$ cat src/rtl/decode_stage.sv
// decode_stage: RV32I integer ALU instruction decoder (OP and OP-IMM only)
// with one registered pipeline slot between fetch and execute.
//
// Ports:
//   clk, rst_n              rising-edge clock, asynchronous active-low reset
//   flush                   kills the slot and any instruction offered this cycle
//   in_valid / in_ready     fetch-side handshake
//   in_instr, in_pc         raw instruction word and its address
//   out_valid / out_ready   execute-side handshake
//   out_pc                  registered in_pc
//   out_alu_op              ALU operation (decode_stage_pkg::alu_op_t)
//   out_is_imm              second ALU operand is out_imm_i
//   out_imm_i               sign-extended instr[31:20]
//   out_rs1, out_rs2, out_rd register addresses (rs2 forced to 0 for OP-IMM)
//   out_rd_we               write rd (never for x0 or illegal instructions)
//   out_illegal             instruction could not be decoded
//
// Build option:
//   DECODE_ILLEGAL_EN  when defined, illegal instructions pass through flagged
//                      by out_illegal so that execute can trap. When undefined,
//                      they are replaced by NOP_INSTR and out_illegal is tied 0.

package decode_stage_pkg;
    typedef enum logic [3:0] {
        i_ADD  = 4'd0,
        i_SUB  = 4'd1,
        i_SLL  = 4'd2,
        i_SLT  = 4'd3,
        i_SLTU = 4'd4,
        i_XOR  = 4'd5,
        i_SRL  = 4'd6,
        i_SRA  = 4'd7,
        i_OR   = 4'd8,
        i_AND  = 4'd9
    } alu_op_t;
endpackage

module decode_stage
    import decode_stage_pkg::*;
#(
    parameter int              XLEN      = 32,
    parameter logic [XLEN-1:0] NOP_INSTR = 32'h0000_0013
) (
    input  logic            clk,
    input  logic            rst_n,
    input  logic            flush,
    input  logic            in_valid,
    output logic            in_ready,
    input  logic [XLEN-1:0] in_instr,
    input  logic [XLEN-1:0] in_pc,
    output logic            out_valid,
    input  logic            out_ready,
    output logic [XLEN-1:0] out_pc,
    output alu_op_t         out_alu_op,
    output logic            out_is_imm,
    output logic [XLEN-1:0] out_imm_i,
    output logic [4:0]      out_rs1,
    output logic [4:0]      out_rs2,
    output logic [4:0]      out_rd,
    output logic            out_rd_we,
    output logic            out_illegal
);

    localparam logic [6:0] OPC_OP     = 7'b0110011;
    localparam logic [6:0] OPC_OP_IMM = 7'b0010011;
    localparam logic [6:0] F7_ZERO    = 7'b0000000;
    localparam logic [6:0] F7_ALT     = 7'b0100000;

    logic [6:0]      opcode;
    logic [2:0]      funct3;
    logic [6:0]      funct7;
    logic            legal;
    alu_op_t         legal_op;

    logic [XLEN-1:0] dec_instr;
    alu_op_t         dec_alu_op;
    logic            dec_is_imm;
    logic [XLEN-1:0] dec_imm_i;
    logic [4:0]      dec_rs1;
    logic [4:0]      dec_rs2;
    logic [4:0]      dec_rd;
    logic            dec_rd_we;
    logic            dec_illegal;

    logic            accept;

    assign opcode = in_instr[6:0];
    assign funct3 = in_instr[14:12];
    assign funct7 = in_instr[31:25];

    // Legality and ALU operation. For OP-IMM the funct7 position holds the
    // upper immediate bits, which only matter for the shift encodings.
    always_comb begin
        legal    = 1'b0;
        legal_op = i_ADD;
        if (opcode == OPC_OP) begin
            if (funct7 == F7_ZERO) begin
                legal = 1'b1;
                case (funct3)
                    3'b000:  legal_op = i_ADD;
                    3'b001:  legal_op = i_SLL;
                    3'b010:  legal_op = i_SLT;
                    3'b011:  legal_op = i_SLTU;
                    3'b100:  legal_op = i_XOR;
                    3'b101:  legal_op = i_SRL;
                    3'b110:  legal_op = i_OR;
                    default: legal_op = i_AND;
                endcase
            end else if (funct7 == F7_ALT) begin
                if (funct3 == 3'b000) begin
                    legal    = 1'b1;
                    legal_op = i_SUB;
                end else if (funct3 == 3'b101) begin
                    legal    = 1'b1;
                    legal_op = i_SRA;
                end
            end
        end else if (opcode == OPC_OP_IMM) begin
            case (funct3)
                3'b000: begin legal = 1'b1; legal_op = i_ADD;  end
                3'b010: begin legal = 1'b1; legal_op = i_SLT;  end
                3'b011: begin legal = 1'b1; legal_op = i_SLTU; end
                3'b100: begin legal = 1'b1; legal_op = i_XOR;  end
                3'b110: begin legal = 1'b1; legal_op = i_OR;   end
                3'b111: begin legal = 1'b1; legal_op = i_AND;  end
                3'b001: begin
                    legal    = (funct7 == F7_ZERO);
                    legal_op = i_SLL;
                end
                default: begin
                    if (funct7 == F7_ZERO) begin
                        legal    = 1'b1;
                        legal_op = i_SRL;
                    end else if (funct7 == F7_ALT) begin
                        legal    = 1'b1;
                        legal_op = i_SRA;
                    end
                end
            endcase
        end
    end

`ifdef DECODE_ILLEGAL_EN
    // Illegal words keep their raw fields so the trap handler sees them.
    assign dec_instr   = in_instr;
    assign dec_illegal = !legal;
`else
    // Illegal words are swapped for the NOP before field extraction, so every
    // field matches what the NOP itself would decode to.
    assign dec_instr   = legal ? in_instr : NOP_INSTR;
    assign dec_illegal = 1'b0;
`endif

    assign dec_alu_op = legal ? legal_op : i_ADD;
    assign dec_is_imm = (dec_instr[6:0] == OPC_OP_IMM);
    assign dec_imm_i  = {{(XLEN-12){dec_instr[31]}}, dec_instr[31:20]};
    assign dec_rs1    = dec_instr[19:15];
    assign dec_rs2    = dec_is_imm ? 5'd0 : dec_instr[24:20];
    assign dec_rd     = dec_instr[11:7];
    assign dec_rd_we  = legal && (dec_rd != 5'd0);

    assign in_ready = !out_valid || out_ready;
    assign accept   = in_valid && in_ready && !flush;

    // Slot occupancy; flush overrides both a new accept and a pending hold.
    always_ff @(posedge clk or negedge rst_n) begin
        if (!rst_n) begin
            out_valid <= 1'b0;
        end else if (flush) begin
            out_valid <= 1'b0;
        end else if (accept) begin
            out_valid <= 1'b1;
        end else if (out_ready) begin
            out_valid <= 1'b0;
        end
    end

    // Payload only changes on accept, keeping it stable during stalls and
    // quiet during bubbles.
    always_ff @(posedge clk or negedge rst_n) begin
        if (!rst_n) begin
            out_pc      <= '0;
            out_alu_op  <= i_ADD;
            out_is_imm  <= 1'b0;
            out_imm_i   <= '0;
            out_rs1     <= '0;
            out_rs2     <= '0;
            out_rd      <= '0;
            out_rd_we   <= 1'b0;
            out_illegal <= 1'b0;
        end else if (accept) begin
            out_pc      <= in_pc;
            out_alu_op  <= dec_alu_op;
            out_is_imm  <= dec_is_imm;
            out_imm_i   <= dec_imm_i;
            out_rs1     <= dec_rs1;
            out_rs2     <= dec_rs2;
            out_rd      <= dec_rd;
            out_rd_we   <= dec_rd_we;
            out_illegal <= dec_illegal;
        end
    end

endmodule

$ cat config.mk
export PLATFORM = sky130hd
export DESIGN_NAME = decode_stage
export DESIGN_NICKNAME = d
export VERILOG_FILES = /design/src/rtl/decode_stage.sv
export SDC_FILE = /design/constraint.sdc
export NUM_CORES = 1
export LEC_CHECK = 0
export BUFFER_PORTS_ARGS = -buffer_cell sky130_fd_sc_hd__buf_2
export CAP_MARGIN = 20
export CORE_MARGIN = 2
export CORE_UTILIZATION = 48
export DETAILED_ROUTE_END_ITERATION = 6
export PLACE_DENSITY = 0.84
export SYNTH_ARGS = -nofsm -noshare
export SYNTH_HDL_FRONTEND = slang
export SYNTH_SLANG_ARGS = --single-unit
$ cat constraint.sdc
create_clock -name clk -period 3.35 [get_ports clk]
set_input_delay 0 -clock clk [delete_from_list [all_inputs] [get_ports clk]]
set_output_delay 0 -clock clk [all_outputs]
set_load 0.01 [all_outputs]
[Yosys cells after proc, flatten, opt, wreduce, memory -nomap -nowiden]
Index checks and enable logic that the tools add are counted.
Operators by class
  reductions and logical operators: 11
  eq/ne operators: 11
  muxes and demuxes: 25
Operators with widths (number)
  $pmux 4 s7: 2
  $mux 32: 1
  $mux 4: 4
  $mux 3: 5
  $eq 7x5->1 const B: 2
  $eq 7x6->1 const B: 2
  $eq 3x3->1 const B: 4
  $mux 1: 11
  $logic_not 7->1: 1
  $eq 3x2->1 const B: 2
  $reduce_or 6->1: 1
  $mux 5: 1
  $reduce_bool 5->1: 1
  $eq 3x1->1 const B: 1
  $logic_and 1x1->1: 3
  $logic_not 3->1: 1
  $reduce_bool 3->1: 1
  $logic_not 1->1: 2
  $pmux 1 s2: 1
  $logic_or 1x1->1: 1
Storage, ports and cells
  word-level logic and storage cells: 56
  output and inout port bits: 88
  register bits after elaboration: 66
  bits of input ports: 69

[Depth between registers and ports, before layout]
Gate-level depths: netlist of run 1.
  depth after elaboration: 9
  gate-level depth with buffers: 7
  depth with buffers taken out: 5

[Worst setup path after synthesis of run 1]
OpenSTA, ideal clock, no wires.
  path kind: reg-to-reg
  start: reg out_valid
  end: reg out_pc[22]
  data arrival time: 1.551 ns
  required time: 3.285 ns
  stages on the path, launching flop included: 8
  library setup time: 0.065 ns
  path buffers: 2
  clock period less this slack: 1.616 ns
  setup slack: 1.734 ns
  path through: dfrtp_1 nor2b_1 inv_1 nand3b_1 clkbuf_1 buf_1 nand2_1 nand2_1
Between the ends
  cells in the longest elaborated chain, start to end: 4
Ends and longest elaborated chain
  from (decl): line 51  | output logic out_valid,
  from (signal assigned): line 168  | out_valid <= 1'b0;
  from (signal assigned): line 170  | out_valid <= 1'b0;
  from (signal assigned): line 172  | out_valid <= 1'b1;
  $logic_not 1->1: line 162  | assign in_ready = !out_valid || out_ready;
  $logic_or 1x1->1: line 162
  named net in_ready: line 48  | output logic in_ready,
  $logic_and 1x1->1 (2 in series): line 163  | assign accept = in_valid && in_ready && !flush;
  to (signal assigned): line 192  | out_pc <= in_pc;
  to (decl): line 53  | output logic [XLEN-1:0] out_pc,
The timed path passes the listed nets, and every way through them passes these cells.
A chain may end at the register's enable or synchronous reset.

[Worst setup path after layout of run 1]
  start: in in_instr[31]
  end: reg out_alu_op[3]
Between the ends
  cells in the longest elaborated chain, start to end: 7
  elaborated cells on any way between the ends: 12
  classes of those cells: eq/ne: 1; mux: 10; reduce/logical: 1
Ends and longest elaborated chain
  from (decl): line 49  | input logic [XLEN-1:0] in_instr,
  $eq 7x6->1: line 109, 134
  $mux 1: line 134  | end else if (funct7 == F7_ALT) begin
  $mux 1: line 131  | if (funct7 == F7_ZERO) begin
  $pmux 1 s2: line 119  | case (funct3)
  $mux 1: line 118  | end else if (opcode == OPC_OP_IMM) begin
  $mux 1: line 96  | if (opcode == OPC_OP) begin
  $mux 4 *: line 154  | assign dec_alu_op = legal ? legal_op : i_ADD;
  to (signal assigned): line 183  | out_alu_op <= i_ADD;
  to (signal assigned): line 193  | out_alu_op <= dec_alu_op;
  to (decl): line 54  | output alu_op_t out_alu_op,
Every way passes the cells marked *; elsewhere a longest branch is shown, timed or not.

==> out/qor.yml, run 1 <==
outcome: "complete, no violations"
min_from: "in_instr[14]"
yosysSeqAreaShare: 0.5539
grt_first_pass_wirelength_um: 14810
io_pins: 157
cp.arrival_ns: 2.75
setup_tns_ns: 0
htree_num_levels: 3
drv_slew: 0
leakage_nw: 2.437
holdPathEnd: "out_alu_op[0]"
clock_path_buffers: 2
routedWlPerCell_um: 15.30
cts_hold_buf: 59
async_flop_share: 1.000
syn-mean-instance-area_sq_um: 9.090
netlist_area_sq_mm: 0.002982
intPower_w: 0.001425
whs_path_depth: 4
crit_path_end_kind: "flip-flop"
row_count: 28
hold_class: "in -> reg"
switching_share: 0.2591
r2r-end: "out_alu_op[3]"
core_area_sq_mm: 0.005956
finish.net_count: 589
clk_latency_ns: 0.33
cts_setup_buffers: 0
critPathMaxFanout: 7
die_y_um: 82.82
clock_sinks: 66
peakVddDrop_uv: 306.2
clock_power_share: 0.368
synth_top_area_frac: 0.5539
yosys_register_bits: 66
dr.pass1.iters: 4
syn_to_final_growth_pct: 49.69
grt_pass1_vias: 3053
worstPathRequired_ns: 3.61
synth_edf_count: 0
dp_hpwl_um: 5582
reg2regPathDepth: 6
seq_power_share: 0.460
finalCritPeriodShare: 0.7440
start_util: 0.5006
power_frac_comb: 0.172
setup_viol: 0
synth.most_common_cell: "nand2_1"
drt_iter0_markers: 220
synth_largest_area_cell: "dfrtp_1"
r2r_start: "out_valid"
synthTopCellsByCount: "nand2_1 (151), dfrtp_1 (66), buf_4 (21)"
max-slew-margin-rel: 0.5038
cp-start-kind: "input pin"
finalWorstPathRequiredPeriod_ns: 2.493
cts_tree: "done"
syn_nets: 397
max_freq_ghz: 0.4012
ff2ff_setup_slack_ns: 1.00
worst_pin_slew_ns: 0.7443
netlist_instances: 328
holdWs_ns: 0.1227
drtAntennaViolNets: 0
ys_types: 35
portBuffers: 155
ys_warn_count: 0
fillCellCount: 395
critPathKind: "in -> reg"
drc_errors: 0
yosys-top-cells-area: "dfrtp_1 (55%), nand2_1 (19%), o21ai_2 (5.9%), buf_4 (5.3%), clkbuf_1 (1.5%)"
grt_remaining_overflow: 0
clock_skew_ns: 0.007569
clk_pin_slew_worst_paths_ns: 0.07
p_per_area_mw_per_mm2: 430.8
dieArea_sq_mm: 0.006858
cts_repair_resize_count: 0
layout-drive-gt1-share: 0.3810
grt_max_degree: 70
root_buffer: "clkbuf_8"
rsz0062_at_grt: "false"
drv_cap: 0
place.gp.congestion: 0.9102
hold_viol: 0
grt_usage: 0.2731
num_vias: 3032
vias_per_cell: 5.045
die_w_um: 82.82
synth-main-ff-cell: "dfrtp_1"
cts_buffers: 9
wirelength_um: 9196
switchingPower_w: 0.0004981
antenna_found_initial: 0
flip-flops by register name (all words and copies together) (netlist names):
| signal | cells |
|---|---|
| out_rd | 5 |
| out_is_imm | 1 |
| out_rs1 | 5 |
| out_alu_op | 4 |
| out_valid | 1 |
| out_rs2 | 5 |
| out_imm_i | 12 |
| out_pc | 32 |
| out_rd_we | 1 |
power by group through the flow:
stage	clock network [W]	logic (W)	registers, W
2_1_floorplan	0	0.0000952	0.000928
3_3_place_gp	0	0.000261	0.000895
3_5_place_dp	0	0.000269	0.000897
4_1_cts	0.000718	0.000324	0.000882
5_1_grt	0.000753	0.000362	0.000892
6_report	0.000709	0.000330	0.000884
how the worst max path moves through the flow:
stage	from	to	slack, ns	depth (start not counted)
6_report	in_instr[31]	out_alu_op[3]	0.86	7
5_1_grt	in_instr[31]	out_alu_op[3]	0.76	7
4_1_cts	in_instr[29]	out_alu_op[3]	0.92	7
3_5_place_dp	in_instr[29]	out_rd_we	1.19	6
3_3_place_gp	in_instr[29]	out_rd_we	1.26	6
2_1_floorplan	out_valid	out_pc[22]	1.73	7
cell type report:
| class | count | area [sq um] | share of cell area |
|---|---|---|---|
| inverter | 4 | 15.01 | 0.003364 |
| tap | 75 | 93.84 | 0.02103 |
| sequential | 66 | 1652 | 0.3701 |
| multi-input combinational | 219 | 1079 | 0.2417 |
| clock buffer | 11 | 131.4 | 0.02944 |
| clock inverter | 5 | 78.83 | 0.01766 |
| antenna | 1 | 2.502 | 0.0005607 |
| timing repair buffer | 220 | 1411 | 0.3162 |
logic make-up after synthesis:
family,count (synthesis),synth area share
simple gates,175,0.2426
flops,66,0.5539
buf+inv,43,0.08602
compound gates,41,0.1095
xor+xnor,1,0.002938
mux,1,0.003776
other cells,1,0.001258
metal layers:
layer | up-vias | track usage | share of wire
li1 | 1419 | - | -
met1 | 1420 | 0.2960 | 0.37
met2 | 158 | 0.4861 | 0.53
met3 | 35 | 0.05865 | 0.063
met4 | 0 | 0.1639 | 0.041
met5 | - | 0 | 0
critical path: stages:
cell	delay, ns
dlygate4sd3_1	0.56
buf_2	0.14
or4_1	0.68
o31ai_1	0.55
nand4_1	0.14
dlygate4sd3_1	0.58
o21ai_2	0.11
per-stage QoR:
stage          power, W  std cells  area (sq um)  utilization  setup slack, ns
2_1_floorplan  0.001023        328          2982            -            1.734
3_3_place_gp   0.001155        525          3660       0.6145            1.262
3_5_place_dp   0.001166        525          3660       0.6145            1.194
4_1_cts        0.001924        600          4461       0.7490           0.9239
5_1_grt        0.002007        600          4461       0.7490           0.7641
6_report       0.001923        601          4463       0.7494           0.8575
cell usage in the layout (no fill, tap or decap), drive strengths merged:
| cell | n |
|---|---|
| a211oi | 1 |
| a221oi | 1 |
| a22oi | 1 |
| and3 | 1 |
| buf | 161 |
| bufinv | 2 |
| clkbuf | 11 |
| clkinv | 3 |
| conb | 1 |
| dfrtp | 66 |
| diode | 1 |
| dlygate4sd3 | 59 |
| inv | 4 |
| mux2 | 1 |
| nand2 | 151 |
| nand2b | 3 |
| nand3b | 2 |
| nand4 | 1 |
| nand4bb | 1 |
| nor2 | 5 |
| nor2b | 2 |
| nor3 | 1 |
| nor3b | 1 |
| nor4 | 3 |
| nor4b | 1 |
| o211a | 1 |
| o21ai | 28 |
| o311a | 1 |
| o311ai | 1 |
| o31ai | 6 |
| o32ai | 1 |
| or2 | 1 |
| or4 | 2 |
| xor2 | 1 |
Note: power is estimated with default switching activity, not from simulation.
==> inputs of run 2 (changes only) <==
CORE_UTILIZATION = 41   (was 48)
PLACE_DENSITY = 0.77   (was 0.84)
clock period = 2 ns   (was 3.35 ns; I/O delays follow)
==> out/qor.yml, run 2 (synthesis results as in run 1) <==
peakVddDrop_uv: 345.0  # +13%
dp_hpwl_um: 5058  # -9.4%
portBuffers: 155  # unchanged
syn_to_final_growth_pct: 51.83
dr.pass1.iters: 4  # unchanged
max_freq_ghz: 0.5299
num_vias: 2957  # -2.5%
clock_sinks: 66  # unchanged
wirelength_um: 8285  # -9.9%
io_pins: 157  # unchanged
critPathKind: "in -> reg"
drv_cap: 0  # unchanged
crit_slowest_cell: "dlygate4sd3_1"
drtAntennaViolNets: 0  # unchanged
htree_num_levels: 3  # unchanged
grt_usage: 0.2024  # -0.07067
cp-start-kind: "input pin"
setup_tns_ns: 0  # unchanged
r2r-end: "out_is_imm"
grt_pass1_vias: 2708  # -11%
clock_power_share: 0.376  # +0.008
finalWorstPathRequiredPeriod_ns: 1.887
leakage_nw: 2.458  # +0.84%
max_stage_delay_ns: 0.53  # -0.15 ns
place.gp.congestion: 0.8551  # -6.1%
clock_skew_ns: 0.006934  # -0.0006347 ns
die_y_um: 89.28  # +7.8%
dieArea_sq_mm: 0.007970  # +16%
holdPathEnd: "out_alu_op[3]"
regMostFlops: "out_pc"
largest_reg_flops: 32  # unchanged
num_antenna_cells: 0  # -1
reg_top3: "out_pc: 32 flops, out_imm_i: 12 flops"
clk_latency_ns: 0.33  # about the same
cts_setup_buffers: 0  # unchanged
root_buffer: "clkbuf_8"
clk_pin_slew_worst_paths_ns: 0.07  # about the same
holdWs_ns: 0.04865  # -0.07409 ns
worst_pin_slew_ns: 0.8325  # +0.08823 ns
start_util: 0.4178  # -0.08285
die_w_um: 89.28  # +7.8%
switching_share: 0.2556  # -0.003473
path_cells: "dlygate4sd3_1, buf_2, or4_4, o311ai_1, a22oi_2, buf_4, o21ai_2"
crit_path_end_kind: "flip-flop"
hold_viol: 0  # unchanged
finish.net_count: 588  # -0.17%
reg2regPathDepth: 4  # -2
clock_path_buffers: 2  # unchanged
power_frac_comb: 0.168  # -0.004
cts_buffers: 9  # unchanged
antenna_found_initial: 0  # unchanged
worstPathRequired_ns: 2.25  # -1.36 ns
intPower_w: 0.002423  # +70%
final_cell_mix: "buf_2 (155), nand2_1 (151), dfrtp_1 (66)"
min_from: "in_instr[14]"
outcome: "complete, no violations"
ff2ff_setup_slack_ns: 0.52  # -0.48 ns
hold_class: "in -> reg"
drt_iter0_markers: 110  # -50%
switchingPower_w: 0.0008318  # +67%
drc_errors: 0  # unchanged
grt_remaining_overflow: 0  # unchanged
drv_slew: 0  # unchanged
routedWlPerCell_um: 13.30  # -13%
core_area_sq_mm: 0.007137  # +20%
cp.arrival_ns: 2.14  # -0.61 ns
whs_path_depth: 3  # -1
layout_commonest_cell: "buf_2"
row_count: 31  # +11%
seq_power_share: 0.456  # -0.004
design_area_sq_mm: 0.004527  # +1.4%
vias_per_cell: 4.746  # -5.9%
critPathMaxFanout: 13  # +6
placed_area_sq_mm: 0.003715  # +1.5%
finalCritPeriodShare: 0.9436
rsz0062_at_grt: "false"
grt_max_degree: 70  # unchanged
setup_viol: 0  # unchanged
p_per_area_mw_per_mm2: 718.9  # +67%
grt_first_pass_wirelength_um: 12330  # -17%
max-slew-margin-rel: 0.4450  # -0.05882
cts_tree: "done"
final_util: 0.6343  # -0.1151
r2r_start: "out_valid"
layout-drive-gt1-share: 0.3855  # +0.004544
-- run 2: changes by cell type in the layout (fill, tap and decap cells not counted), sizes merged --
cell	previous run	this run
clkinv	3	2
clkinvlp	0	1
diode	1	0
dlygate4sd3	59	58
-- run 2: power by group through the flow --
stage               combinational [W]  clock (W)  sequential (W)
floorplan                    0.000159          0         0.00155
global placement             0.000439          0         0.00150
detailed placement           0.000450          0         0.00151
CTS                          0.000539    0.00126         0.00148
global route                 0.000606    0.00131         0.00149
finish                       0.000545    0.00123         0.00148
-- run 2: how the worst max path moves through the flow --
stage | slack [ns] | startpoint | cells after the start | endpoint
finish | 0.11 | in_instr[26] | 7 | out_imm_i[0]
global route | 0.08 | in_instr[26] | 7 | out_rs1[3]
CTS | 0.05 | in_instr[26] | 7 | out_imm_i[0]
detailed placement | 0.11 | in_instr[29] | 6 | out_imm_i[2]
global placement | 0.17 | in_instr[29] | 6 | out_rs1[1]
floorplan | 0.38 | out_valid | 7 | out_pc[22]
-- run 2: worst max-delay path, delay by kind of cell --
family	cells	cell delay (ns)
simple gates	1	0.47
compound gates	3	0.73
buf+inv	3	0.94
-- run 2: stage by stage --
| step | cells | setup WS, ns | total power [W] |
|---|---|---|---|
| 6_report | 623 | 0.1127 | 0.003255 |
| 5_1_grt | 623 | 0.07961 | 0.003412 |
| 4_1_cts | 623 | 0.04744 | 0.003276 |
| 3_5_place_dp | 549 | 0.1136 | 0.001956 |
| 3_3_place_gp | 549 | 0.1693 | 0.001941 |
| 2_1_floorplan | 328 | 0.3841 | 0.001713 |
-- run 2: timing repair --
item	CTS	global route
endpoints found under the hold margin	128	0
endpoints found under the setup margin	0	12
hold buffers	58	0
resized for setup	0	2
-- run 2: area by class of cell --
class / instances / area [sq um]
Timing Repair Buffer: 219 / 1426
Clock buffer: 11 / 141.4
Multi-Input combinational cell: 219 / 1091
Inverter: 4 / 15.01
Tap cell: 99 / 123.9
Fill cell: 619 / 2610
Sequential cell: 66 / 1652
Clock inverter: 5 / 77.57
-- run 2: layer usage --
metal	global-route usage	part of all wire	up-vias	wire, um
met5	0	0	-	0
met4	0.09498	0.026	0	217
met3	0.04986	0.062	20	512
met2	0.3455	0.51	126	4217
met1	0.2399	0.40	1391	3338
li1	-	-	1420	-
==> inputs of run 3 (changes only) <==
CAP_MARGIN = 10   (was 20)
REMOVE_ABC_BUFFERS = 1   (was unset)
==> out/qor.yml, run 3 (synthesis results as in run 1) <==
worst_pin_slew_ns: 0.6375  # -0.1950 ns
drt_iter0_markers: 124  # +13%
dieArea_sq_mm: 0.007970  # unchanged
critPathKind: "in -> reg"
leakage_nw: 2.456  # about the same
peakVddDrop_uv: 374.5  # +8.6%
dr.pass1.iters: 5  # +1
layout_setup_ws_ns: 0.1477  # +0.03495 ns
core_area_sq_mm: 0.007137  # unchanged
crit_slowest_cell: "dlygate4sd3_1"
fillCellCount: 606  # -2.1%
num_vias: 2910  # -1.6%
clk_latency_ns: 0.33  # about the same
path_cells: "dlygate4sd3_1, buf_2, or4_4, nor4_4, a22oi_2, buf_12, o31ai_1"
grt_pass1_vias: 2600  # -4.0%
setup_viol: 0  # unchanged
finish.net_count: 586  # -0.34%
rsz0062_at_grt: "false"
cts_buffers: 9  # unchanged
row_count: 31  # unchanged
die_y_um: 89.28  # unchanged
routedWlPerCell_um: 13.05  # -1.9%
design_area_sq_mm: 0.004543  # +0.36%
final_util: 0.6366  # +0.002279
cts_tree: "done"
hold_class: "in -> reg"
cp-start-kind: "input pin"
setup_tns_ns: 0  # unchanged
grt_max_degree: 70  # unchanged
cts_setup_buffers: 0  # unchanged
drc_errors: 0  # unchanged
antenna_found_initial: 0  # unchanged
multi_input_area_sq_mm: 0.001099  # +0.69%
clock_sinks: 66  # unchanged
io_pins: 157  # unchanged
die_w_um: 89.28  # unchanged
critPathMaxFanout: 27  # +14
num_antenna_cells: 0  # unchanged
regMostFlops: "out_pc"
drtAntennaViolNets: 0  # unchanged
dp_hpwl_um: 5019  # -0.76%
max_stage_delay_ns: 0.53  # about the same
p_per_area_mw_per_mm2: 710.9  # -1.1%
seq_area_sq_mm: 0.001652  # unchanged
place.gp.congestion: 0.7507  # -12%
hold_viol: 0  # unchanged
max-slew-margin-rel: 0.5750  # +0.1300
worstPathRequired_ns: 2.24  # about the same
htree_num_levels: 3  # unchanged
grt_remaining_overflow: 0  # unchanged
final_cell_mix: "buf_2 (155), nand2_1 (151), dfrtp_1 (66)"
drv_cap: 0  # unchanged
largest_reg_flops: 32  # unchanged
cp.arrival_ns: 2.09  # -0.05 ns
crit_path_end_kind: "flip-flop"
clk_pin_slew_worst_paths_ns: 0.07  # about the same
syn_to_final_growth_pct: 52.37
grt_first_pass_wirelength_um: 11320  # -8.2%
drv_slew: 0  # unchanged
outcome: "complete, no violations"
layout-drive-gt1-share: 0.3870  # +0.001477
portBuffers: 155  # unchanged
clock_path_buffers: 2  # unchanged
total_power_w: 0.003230  # -0.76%
root_buffer: "clkbuf_8"
grt_usage: 0.1849  # -0.01755
reg_top3: "out_pc: 32 flops, out_imm_i: 12 flops"
wirelength_um: 8104  # -2.2%
clock_skew_ns: 0.01074  # +0.003802 ns
start_util: 0.4178  # unchanged
finalCritPeriodShare: 0.9262  # -0.01748
placed_area_sq_mm: 0.003725  # +0.27%
post-place-ws_ns: 0.07994  # -0.03367 ns
max_freq_ghz: 0.5399  # +1.9%
vias_per_cell: 4.686  # -1.3%
layout_commonest_cell: "buf_2"
finalWorstPathRequiredPeriod_ns: 1.852  # -0.03495 ns
-- run 3: metal layers --
layer / up-vias / wire, um / global-route usage / part of all wire
met5: - / 0 / 0 / 0
met4: 0 / 80 / 0.07598 / 0.0099
met3: 6 / 522 / 0.03324 / 0.064
met2: 122 / 4300 / 0.3387 / 0.53
met1: 1372 / 3202 / 0.2113 / 0.40
li1: 1410 / - / - / -
-- run 3: report_power, final --
| part | total, W | switching [W] | internal [W] |
|---|---|---|---|
| combinational | 0.000551 | 0.000290 | 0.000261 |
| sequential | 0.00148 | 0.0000504 | 0.00143 |
| clock | 0.00120 | 0.000498 | 0.000699 |
-- run 3: layout make-up --
class,instances,share of cell area
sequential,66,0.3635
timing repair buffer,217,0.3162
multi-input combinational,219,0.2418
clock buffer,9,0.02727
tap,99,0.02727
clock inverter,7,0.02066
inverter,4,0.003305
-- run 3: path summary, 6_finish.rpt --
check,start,endpoint,slack [ns],cells past startpoint
max,in_instr[26],out_rd_we,0.15,7
min,in_instr[14],out_alu_op[3],0.03,3
max reg2reg,out_valid,out_is_imm,0.46,4
min reg2reg,out_pc[6],out_pc[6],0.47,2
max in group asynchronous,rst_n,out_alu_op[2],1.14,3
min in group asynchronous,rst_n,out_pc[25],0.23,2
-- run 3: timing repair --
item	in CTS	in global routing
gates resized for setup	0	3
setup endpoints to repair	0	7
endpoints found under the hold margin	90	0
hold buffers	58	0
-- run 3: metrics by stage --
stage,cells,hold slack [ns]
after floorplan,289,-0.2956
after global placement,547,0.05159
after detailed placement,547,0.05832
after CTS,621,0.006237
after global routing,621,0.01517
final,621,0.03435
-- run 3: worst max-delay path, delay by kind of cell --
family | cells | cell delay (ns)
and+or+nand+nor | 2 | 0.82
AOI/OAI and AO/OA | 2 | 0.38
buffers and inverters | 3 | 0.88
